===== config.mk =====
export PLATFORM = sky130hd
export DESIGN_NAME = calc_op_sequencer
export DESIGN_NICKNAME = d
export VERILOG_FILES = /design/src/rtl/calc_op_sequencer.sv
export SDC_FILE = /design/constraint.sdc
export NUM_CORES = 1
export LEC_CHECK = 0
export CORE_MARGIN = 1
export CORE_UTILIZATION = 30
export CTS_BUF_LIST = sky130_fd_sc_hd__clkbuf_16
export CTS_CLUSTER_DIAMETER = 40
export CTS_CLUSTER_SIZE = 28
export DETAILED_ROUTE_END_ITERATION = 16
export GPL_TIMING_DRIVEN = 0
export PLACE_DENSITY = 0.62
export SLEW_MARGIN = 20
export SYNTH_ARGS = -nofsm -noshare
export SYNTH_HDL_FRONTEND = slang
export SYNTH_SLANG_ARGS = --single-unit

===== constraint.sdc =====
create_clock -name CLK -period 2.5 [get_ports CLK]
set_input_delay 0.625 -clock CLK [delete_from_list [all_inputs] [get_ports CLK]]
set_output_delay 0.625 -clock CLK [all_outputs]
set_load 0.03 [all_outputs]

===== src/rtl/calc_op_sequencer.sv =====
// Button-stepped sequencer: loads operands A/B, launches the ALU, waits (bounded) and holds the result.
// Optional CALC_ACCUMULATE_EN: a press in an error-free DONE writes the result back as operand A.
module calc_op_sequencer #(
  parameter int DW      = 8,
  parameter int TIMEOUT = 64
) (
  input  logic          CLK,
  input  logic          clear,
  input  logic          next,
  input  logic [DW-1:0] din,
  input  logic [2:0]    ms,
  input  logic          alu_done,
  input  logic [DW-1:0] alu_result,
  output logic          rf_we,
  output logic          rf_waddr,
  output logic [DW-1:0] rf_wdata,
  output logic          alu_start,
  output logic [2:0]    ms_out,
  output logic [DW-1:0] result,
  output logic          done_out,
  output logic          err_out,
  output logic [2:0]    cs_out
);

  localparam int CW = $clog2(TIMEOUT);

  typedef enum logic [2:0] {
    IDLE1 = 3'd0,
    LOAD1 = 3'd1,
    IDLE2 = 3'd2,
    LOAD2 = 3'd3,
    IDLE3 = 3'd4,
    ISSUE = 3'd5,
    WAIT  = 3'd6,
    DONE  = 3'd7
  } state_t;

  state_t        state;
  logic          next_q;
  logic [CW-1:0] cnt;
  logic          nedge;
  logic          ms_ok;

  assign nedge  = next & ~next_q;
  assign ms_ok  = (ms >= 3'd1) && (ms <= 3'd4);
  assign cs_out = state;

  always_ff @(posedge CLK) begin
    if (clear) begin
      // next_q starts high so a button held through reset needs a fresh press
      state     <= IDLE1;
      next_q    <= 1'b1;
      cnt       <= '0;
      rf_we     <= 1'b0;
      rf_waddr  <= 1'b0;
      rf_wdata  <= '0;
      alu_start <= 1'b0;
      ms_out    <= '0;
      result    <= '0;
      done_out  <= 1'b0;
      err_out   <= 1'b0;
    end else begin
      next_q    <= next;
      rf_we     <= 1'b0;
      alu_start <= 1'b0;
      case (state)
        IDLE1: if (nedge) begin
          rf_wdata <= din;
          rf_waddr <= 1'b0;
          rf_we    <= 1'b1;
          state    <= LOAD1;
        end
        LOAD1: state <= IDLE2;
        IDLE2: if (nedge) begin
          rf_wdata <= din;
          rf_waddr <= 1'b1;
          rf_we    <= 1'b1;
          state    <= LOAD2;
        end
        LOAD2: state <= IDLE3;
        IDLE3: if (nedge) begin
          if (ms_ok) begin
            ms_out    <= ms;
            alu_start <= 1'b1;
            state     <= ISSUE;
          end else begin
            result   <= '0;
            err_out  <= 1'b1;
            done_out <= 1'b1;
            state    <= DONE;
          end
        end
        ISSUE: begin
          cnt   <= '0;
          state <= WAIT;
        end
        WAIT: begin
          // a result arriving on the last allowed cycle still beats the timeout
          if (alu_done) begin
            result   <= alu_result;
            err_out  <= 1'b0;
            done_out <= 1'b1;
            state    <= DONE;
          end else if (cnt == CW'(TIMEOUT - 1)) begin
            result   <= '0;
            err_out  <= 1'b1;
            done_out <= 1'b1;
            state    <= DONE;
          end else begin
            cnt <= cnt + 1'b1;
          end
        end
        DONE: if (nedge) begin
`ifdef CALC_ACCUMULATE_EN
          if (!err_out) begin
            rf_wdata <= result;
            rf_waddr <= 1'b0;
            rf_we    <= 1'b1;
            result   <= '0;
            done_out <= 1'b0;
            ms_out   <= '0;
            state    <= IDLE2;
          end else begin
            result   <= '0;
            done_out <= 1'b0;
            err_out  <= 1'b0;
            ms_out   <= '0;
            state    <= IDLE1;
          end
`else
          result   <= '0;
          done_out <= 1'b0;
          err_out  <= 1'b0;
          ms_out   <= '0;
          state    <= IDLE1;
`endif
        end
        default: state <= IDLE1;
      endcase
    end
  end

endmodule


==> results of run 1 <==
routing by layer:
| layer | global-route usage [%] | up-vias | routed length (um) |
|---|---|---|---|
| met5 | 0 | - | 0 |
| met4 | 5.333 | 0 | 44 |
| met3 | 4.762 | 7 | 204 |
| met2 | 20.73 | 35 | 1345 |
| met1 | 18.53 | 580 | 1545 |
| li1 | - | 682 | - |
cell type report:
type,instances,area share (%)
multi-input cells,122,32.45
clock inverters,3,0.5999
repair buffers,49,23.52
inverters,3,0.5399
flip-flops and latches,34,32.63
plain buffers,6,1.140
clock buffers,5,5.999
well taps,52,3.119
worst paths after layout:
path | to | slack (ns)
worst max-delay path | result[4] | 0.27
worst min-delay path | rf_wdata[3] | 0.45
worst max register to register | result[4] | 0.73
worst min register to register | rf_wdata[3] | 0.45
where the power goes:
| part | internal [uW] | switching [uW] | leakage (uW) |
|---|---|---|---|
| registers | 549 | 3.08 | 0.000275 |
| logic | 51.5 | 46.1 | 0.000378 |
| clock network | 359 | 210 | 0.0000724 |
| total | 960 | 259 | 0.000725 |
cell usage after synthesis (all sizes together), types with 3 or more instances:
library cell	instances
nand2	39
and3	5
nand4	4
dfxtp	34
nor2	8
xor2	4
nor3	5
clkbuf	5
o211ai	3
a21oi	15
nand3	4
o21ai	14
cells by family after synthesis:
| group | after synthesis | share of synthesized area (%) |
|---|---|---|
| buffers and inverters | 9 | 2.515 |
| adders and majority gates | 1 | 0.8983 |
| AOI/OAI and AO/OA | 40 | 17.43 |
| xor gates and xnor gates | 5 | 3.145 |
| and+or+nand+nor | 75 | 26.42 |
| muxes | 1 | 0.7188 |
| DFF | 34 | 48.88 |
state kept, by name, indices dropped and copies added (netlist names):
register and flops:
rf_we 1, alu_start 1, cnt 6, rf_wdata 8
rf_waddr 1, done_out 1, result 8, cs_out 3
next_q 1, ms_out 3, err_out 1
worst max-delay path, stage by stage:
cell and delay [ns]:
clkdlybuf4s50_1 0.50, nor2b_1 0.40, o21ai_0 0.24, a211oi_4 0.45, o21ai_0 0.16
per-stage QoR:
stage               instances  power [uW]  hold slack (ns)  area (um2)
global route              274        1272           0.4661        2086
detailed placement        266       661.3           0.4470        1948
finish                    274        1219           0.4510        2086
global placement          266       661.6           0.4442        1948
floorplan                 165       605.0           0.4738        1393
CTS                       274        1236           0.4542        2086
==> results.cfg, run 1 <==
[global_routing]
grt_pass1_vias = 1225
grt_pass1_wl_um = 5513
grt_antenna_before_repair = 0
grt_max_degree = 11
track_usage_pct = 13.94
overflow = 0

[worst_setup_path]
crit_required_ns = 2.64
cp_max_fo = 10
reg2reg_from = cs_out[1]
worstSetupPathType = primary input to register
reg2reg_depth = 5
crit_start = next
endpoint_kind = register
arrival_ns = 2.37
critPathLaunchType = primary input

[cells_and_area]
final_common_cell = clkdlybuf4s50_1
syn_to_final_growth_pct = 49.78
fin_nets = 245
fillCellCount = 442
antenna_cells = 0
layout-drive-gt1-share_pct = 6.306
regArea_um2 = 680.7
final_cell_mix = clkdlybuf4s50_1 (49), nand2_1 (39), dfxtp_1 (34), a21oi_1 (15), o21ai_0 (14)
final_core_util_pct = 47.25
multiInputGateArea_um2 = 676.9

[placed_design]
portBuffers = 49
dp_hpwl_um = 2206
place.gp.congestion = 0.7843
post-place-ws_ns = -0.03050

[sta]
setup_ws_ns = 0.2681
tightestPinTransition_ns = 0.7610
grt_setup_unrepaired = false
setup_viol = 0
fmax_mhz = 448.1
setup_tns_ns = 0
finalCriticalPeriod_ns = 2.232
finalHoldViolCount = 0
fin_worst_skew_ns = 0.003717
layout_worst_path_cycle_share_pct = 89.28
max-slew-margin-rel_pct = 49.13
slew_violations = 0

[hold_path]
hp-start = rf_wdata[3]
hold_path_depth = 2
holdCritPathClass = register to register

[yosys]
synth_edf_count = 0
synth.area.top_cells = dfxtp_1 (49%), nand2_1 (11%), a21oi_1 (5.4%)
synth_seq_cells = 34
ys_async_sr_fraction_pct = 0
avgSynthCellArea_um2 = 8.440
syn_area_um2 = 1393
synth_cells = 165
synth_cell_types = 35
synth-seq-area-share_pct = 48.88
ys.flop_type = dfxtp_1
synth_top_area_share_pct = 48.88
synth_fp_nets = 189
yosys.area.top_type = dfxtp_1
yosys_warnings = 0

[clock_network]
cts_tree = yes
clock_path_buffers = 2
postCtsHoldBufs = 0
numCtsBuffers = 5
cts_resized = 0
htree_levels = 2
cts_sinks = 34
cts_setup_buffers = 0
cts.root.buffer_cell = clkbuf_16
clk_latency_ns = 0.27
clkSlewWorstSetupHoldPaths_ns = 0.05

[die]
ioPinCount = 50
die_x_um = 70.13
num_rows = 24
core_um2 = 4414
die_area_um2 = 4918
die_y_um = 70.13
start_util_pct = 31.55

[power_and_ir_drop]
peakVddDrop_uv = 326.6
p_leak_uw = 0.0007247
power.density_nw_per_um2 = 584.4

[detailed_routing]
wl_per_cell_um = 11.46
firstDrtPassIters = 2
final_antenna_net_count = 0
vias_per_cell = 4.759
drc = 0
vias = 1304
routed_wl_um = 3141
drt_iter0_drc = 40

[job]
cap_violations = 0

[status]
outcome = finished, final reports clean
Note: power is estimated with default switching activity, not from simulation.
==> inputs of run 2 (changes only) <==
--- a/config.mk
+++ b/config.mk
@@ -5,6 +5,7 @@
 export SDC_FILE = /design/constraint.sdc
 export NUM_CORES = 1
 export LEC_CHECK = 0
+export ABC_AREA = 1
 export CORE_MARGIN = 1
 export CORE_UTILIZATION = 30
 export CTS_BUF_LIST = sky130_fd_sc_hd__clkbuf_16
@@ -12,7 +13,8 @@
 export CTS_CLUSTER_SIZE = 28
 export DETAILED_ROUTE_END_ITERATION = 16
 export GPL_TIMING_DRIVEN = 0
-export PLACE_DENSITY = 0.62
+export MAX_ROUTING_LAYER = met4
+export PLACE_DENSITY = 0.6
 export SLEW_MARGIN = 20
 export SYNTH_ARGS = -nofsm -noshare
 export SYNTH_HDL_FRONTEND = slang
==> run 2 against run 1 <==
Net effect:
- global-route usage is 0.80 points higher
- routed wire length up 18%
- die area increased by 17%
- critical endpoint is now cs_out[0]
- largest cell class is now multi-input gates
==> results.cfg, run 2 <==
[sta]
finalCriticalPeriod_ns = 2.156
grt_setup_unrepaired = false
finalHoldViolCount = 0
fin_worst_skew_ns = 0.002041
setup_viol = 0
max-slew-margin-rel_pct = 67.41
fmax_mhz = 463.7
fin_hold_ws_ns = 0.4600
tightestPinTransition_ns = 0.4889
layout_worst_path_cycle_share_pct = 86.26
slew_violations = 0
setup_tns_ns = 0

[worst_setup_path]
crit_required_ns = 1.88
path_cells = clkdlybuf4s50_1
r2r_setup_slack_ns = 0.87
critPathTopFamily = buffers and inverters
arrival_ns = 1.53
endpoint_kind = output port
worstSetupPathType = register to output port
critPathBufInv = 1
slowest_stage = clkdlybuf4s50_1
critPathLaunchType = register
cp_max_fo = 8
max_stage_delay_ns = 0.74

[global_routing]
overflow = 0
top_usage_layer = met2
track_usage_pct = 14.73
grt_antenna_before_repair = 0
grt_max_degree = 13
grt_pass1_wl_um = 6196
use_met1_pct = 18.02
grt_pass1_vias = 1415
use_met3_pct = 4.101
grtUsageMet2_pct = 23.01

[cells_and_area]
final_common_cell = nand2_1
syn_to_final_growth_pct = 47.24
fillCellCount = 525
reg_top3 = result: 8 flops, rf_wdata: 8 flops, cnt: 6 flops
antenna_cells = 0
final_cell_mix = nand2_1 (58), clkdlybuf4s50_1 (49), nor2_1 (39), dfxtp_1 (34), nand3_1 (18)
fin_nets = 316
layoutNonFillerInstCount = 363
layout-drive-gt1-share_pct = 15.36

[yosys]
yosys_warnings = 0
ys_top_cells_by_count = nand2_1 (58), nor2_1 (39), dfxtp_1 (34), nand3_1 (18), inv_1 (14)
synth_edf_count = 0
synth_cell_types = 26
synth_xor_area_share_pct = 0
synth_seq_cells = 34
synth_cells = 236
synth_top_family_by_area = simple AND/OR/NAND/NOR gates
avgSynthCellArea_um2 = 6.924
synth-seq-area-share_pct = 41.65
synth_mux_area_share_pct = 0
ys.flop_type = dfxtp_1
synth_fp_nets = 260
yosys.area.top_type = dfxtp_1
synth_top_area_share_pct = 41.65
synth.area.top_cells = dfxtp_1 (42%), nand2_1 (13%), nor2_1 (9.0%)
ys_async_sr_fraction_pct = 0
synth_compound_area_share_pct = 9.035
synth_fa_ha_area_share_pct = 0.7657
syn_area_um2 = 1634
yosys.area_share.simple_pct = 41.42
synth.most_common_cell = nand2_1

[detailed_routing]
wl_per_cell_um = 10.21
vias_per_cell = 4.311
drt_iter0_drc = 87
routed_wl_um = 3708
drc = 0
final_antenna_net_count = 0
vias = 1565
firstDrtPassIters = 4

[power_and_ir_drop]
p_sw_share_pct = 20.18
p_clk_share_pct = 53.8
p_leak_uw = 0.0009390
internal-power_uw = 1188
p_seq_share_pct = 37.7
peakVddDrop_uv = 270.2
fin_total_pwr_uw = 1488
p_sw_uw = 300.3
power.density_nw_per_um2 = 618.6
combPwrFrac_pct = 8.5

[die]
die_x_um = 75.81
ioPinCount = 50
die_area_um2 = 5746
die_y_um = 75.81
core_um2 = 5172
num_rows = 26
start_util_pct = 31.59

[clock_network]
cts_tree = yes
cts_resized = 0
cts_setup_buffers = 0
numCtsBuffers = 5
cts_sinks = 34
clock_path_buffers = 2
clk_latency_ns = 0.28
clkSlewWorstSetupHoldPaths_ns = 0.05
cts.root.buffer_cell = clkbuf_16
htree_levels = 2
postCtsHoldBufs = 0

[hold_path]
holdCritPathClass = register to register

[job]
cap_violations = 0

[placed_design]
portBuffers = 49
place.gp.congestion = 0.7942
dp_hpwl_um = 2741
dp.cells = 355

[status]
outcome = finished, final reports clean
==> run 2: routing by layer <==
metal  part of all wire, %  wire [um]  vias up
met1                    50       1869      662
met3                   5.1        190        6
met4                   1.5         56        0
met5                     0          0        -
met2                    43       1592       36
li1                      -          -      861
==> run 2: worst paths after layout <==
| kind | start | endpoint | cells after the start |
|---|---|---|---|
| worst max-delay path | cs_out[0] | cs_out[0] | 1 |
| worst max register to register | cnt[0] | err_out | 9 |
| worst min register to register | ms_out[1] | ms_out[1] | 2 |
| worst min-delay path | ms_out[1] | ms_out[1] | 2 |
==> run 2: kinds of logic after synthesis <==
family | after synthesis
AND/OR/NAND/NOR | 145
flip-flops | 34
AO/OA/AOI/OAI | 28
buffers and inverters | 28
adder cells (fa/ha/maj) | 1
==> run 2: layout make-up <==
type / instances / area [um2] / area share [%]
Multi-Input combinational cell: 174 / 837.1 / 34.79
Clock buffer: 5 / 125.1 / 5.200
Buffer: 5 / 28.78 / 1.196
Inverter: 23 / 87.58 / 3.640
Sequential cell: 34 / 680.7 / 28.29
Timing Repair Buffer: 49 / 490.5 / 20.38
Tap cell: 70 / 87.58 / 3.640
Clock inverter: 3 / 68.82 / 2.860
==> run 2: power groups by stage <==
stage               Sequential, uW  Combinational [uW]  Clock, uW
CTS                            561                 128        827
floorplan                      594                40.1          0
finish                         561                 126        801
detailed placement             573                 127          0
global placement               573                 128          0
global route                   563                 139        848
==> run 2: worst min-delay path: stages, from the launching register on <==
cell     delay [ns]
dfxtp_1        0.30
nand2_1        0.06
a21oi_1        0.05
==> run 2: through the flow <==
step                      setup WS [ns]  utilization, %  instance area [um2]
final                            0.3435           46.52                 2406
after global routing             0.2834           46.52                 2406
after CTS                        0.3196           46.52                 2406
after detailed placement         0.3307           42.77                 2212
after global placement           0.3215           42.77                 2212
after floorplan                  0.9590               -                 1634
==> inputs of run 3 (changes only) <==
--- a/config.mk
+++ b/config.mk
@@ -15,6 +15,7 @@
 export GPL_TIMING_DRIVEN = 0
 export MAX_ROUTING_LAYER = met4
 export PLACE_DENSITY = 0.6
+export RECOVER_POWER = 100
 export SLEW_MARGIN = 20
 export SYNTH_ARGS = -nofsm -noshare
 export SYNTH_HDL_FRONTEND = slang
==> run 3 against run 2 <==
Net effect:
- register-to-register slack got worse by 0.31 ns
- sequential power barely moved
- critical path depth did not move
- via count rose by 0.38%
- global-route usage did not move
- critical path type unchanged
- setup slack got worse by 0.053 ns
- first-iteration DRC count rose by 3.4%
- clock skew barely moved
- flip-flop and latch count did not move
- combinational power fell by 5%
- routed wire length fell by 0.13%
- largest cell class unchanged
==> results.cfg, run 3 (same netlist as run 2, synthesis figures left out) <==
[placed_design]
dp_hpwl_um = 2741
portBuffers = 49
place.gp.congestion = 0.7942
post-place-ws_ns = 0.3307

[worst_setup_path]
crit_required_ns = 1.88
cp_max_fo = 8
arrival_ns = 1.58
critPathTopFamily = buffers and inverters
path_cells = dlygate4sd3_1
worstSetupPathType = register to output port
critPathLaunchType = register
slowest_stage = dlygate4sd3_1
endpoint_kind = output port
max_stage_delay_ns = 0.80
critPathBufInv = 1

[sta]
tightestPinTransition_ns = 0.6022
grt_setup_unrepaired = false
layout_worst_path_cycle_share_pct = 88.36
fin_worst_skew_ns = 0.001767
max-slew-margin-rel_pct = 59.70
setup_tns_ns = 0
finalHoldViolCount = 0
fin_hold_ws_ns = 0.4572
setup_ws_ns = 0.2910
fmax_mhz = 452.7
setup_viol = 0
slew_violations = 0
finalCriticalPeriod_ns = 2.209

[clock_network]
cts_tree = yes
postCtsHoldBufs = 0
htree_levels = 2
clock_path_buffers = 2
cts_resized = 0
clkSlewWorstSetupHoldPaths_ns = 0.05
cts_setup_buffers = 0
cts_sinks = 34
numCtsBuffers = 5
clk_latency_ns = 0.28
cts.root.buffer_cell = clkbuf_16

[detailed_routing]
vias = 1571
drt_iter0_drc = 90
final_antenna_net_count = 0
firstDrtPassIters = 4
wl_per_cell_um = 10.20
routed_wl_um = 3703
vias_per_cell = 4.328
drc = 0

[die]
core_um2 = 5172
num_rows = 26
ioPinCount = 50
die_y_um = 75.81
die_x_um = 75.81
start_util_pct = 31.59
die_area_um2 = 5746

[global_routing]
grt_pass1_wl_um = 6196
overflow = 0
grt_antenna_before_repair = 0
grt_pass1_vias = 1415
grt_max_degree = 13
track_usage_pct = 14.73

[cells_and_area]
syn_to_final_growth_pct = 45.48
final_core_util_pct = 45.96
final_cell_mix = nand2_1 (59), nor2_1 (41), dfxtp_1 (34), dlygate4sd3_1 (31)
fillCellCount = 530
fin_nets = 316
layout-drive-gt1-share_pct = 12.63
reg_top3 = result: 8 flops, rf_wdata: 8 flops, cnt: 6 flops
final_common_cell = nand2_1
antenna_cells = 0

[status]
outcome = finished, final reports clean

[power_and_ir_drop]
p_leak_uw = 0.001028
power.density_nw_per_um2 = 623.3
peakVddDrop_uv = 271.4
fin_total_pwr_uw = 1482

[job]
cap_violations = 0

[hold_path]
holdCritPathClass = register to register
run 3: final timing paths:
kind                    end  cells past startpoint      start  slack (ns)
setup / recovery  cs_out[0]                      1  cs_out[0]        0.29
hold / removal    ms_out[1]                      2  ms_out[1]        0.46
setup reg to reg     cnt[5]                      9  cs_out[2]        0.56
hold reg to reg   ms_out[1]                      2  ms_out[1]        0.46
run 3: through the flow:
step	cell area (um2)	instances
floorplan	1634	236
CTS	2406	363
global route	2377	363
finish	2377	363
detailed placement	2212	355
global placement	2212	355
run 3: cell type report:
cell class / count / area, um2 / share of cell area (%)
inverters: 23 / 87.58 / 3.684
clock inverters: 3 / 68.82 / 2.895
flip-flops and latches: 34 / 680.7 / 28.63
clock buffers: 5 / 125.1 / 5.263
repair buffers: 49 / 490.5 / 20.63
plain buffers: 5 / 21.27 / 0.8947
well taps: 70 / 87.58 / 3.684
multi-input cells: 174 / 815.8 / 34.32
run 3: where the power goes:
group | switching [uW] | internal (uW) | total [uW] | leakage, uW
Sequential | 7.18 | 554 | 561 | 0.000275
Combinational | 63.5 | 56.9 | 120 | 0.000658
Clock | 228 | 572 | 800 | 0.0000940
Total | 299 | 1180 | 1480 | 0.00103
run 3: per-layer routing:
metal | GRT usage (%) | routed length (um) | vias to the layer above
li1 | - | - | 862
met1 | 18.02 | 1861 | 666
met2 | 23.01 | 1589 | 38
met3 | 4.101 | 195 | 5
met4 | 5.556 | 57 | 0
met5 | - | 0 | -
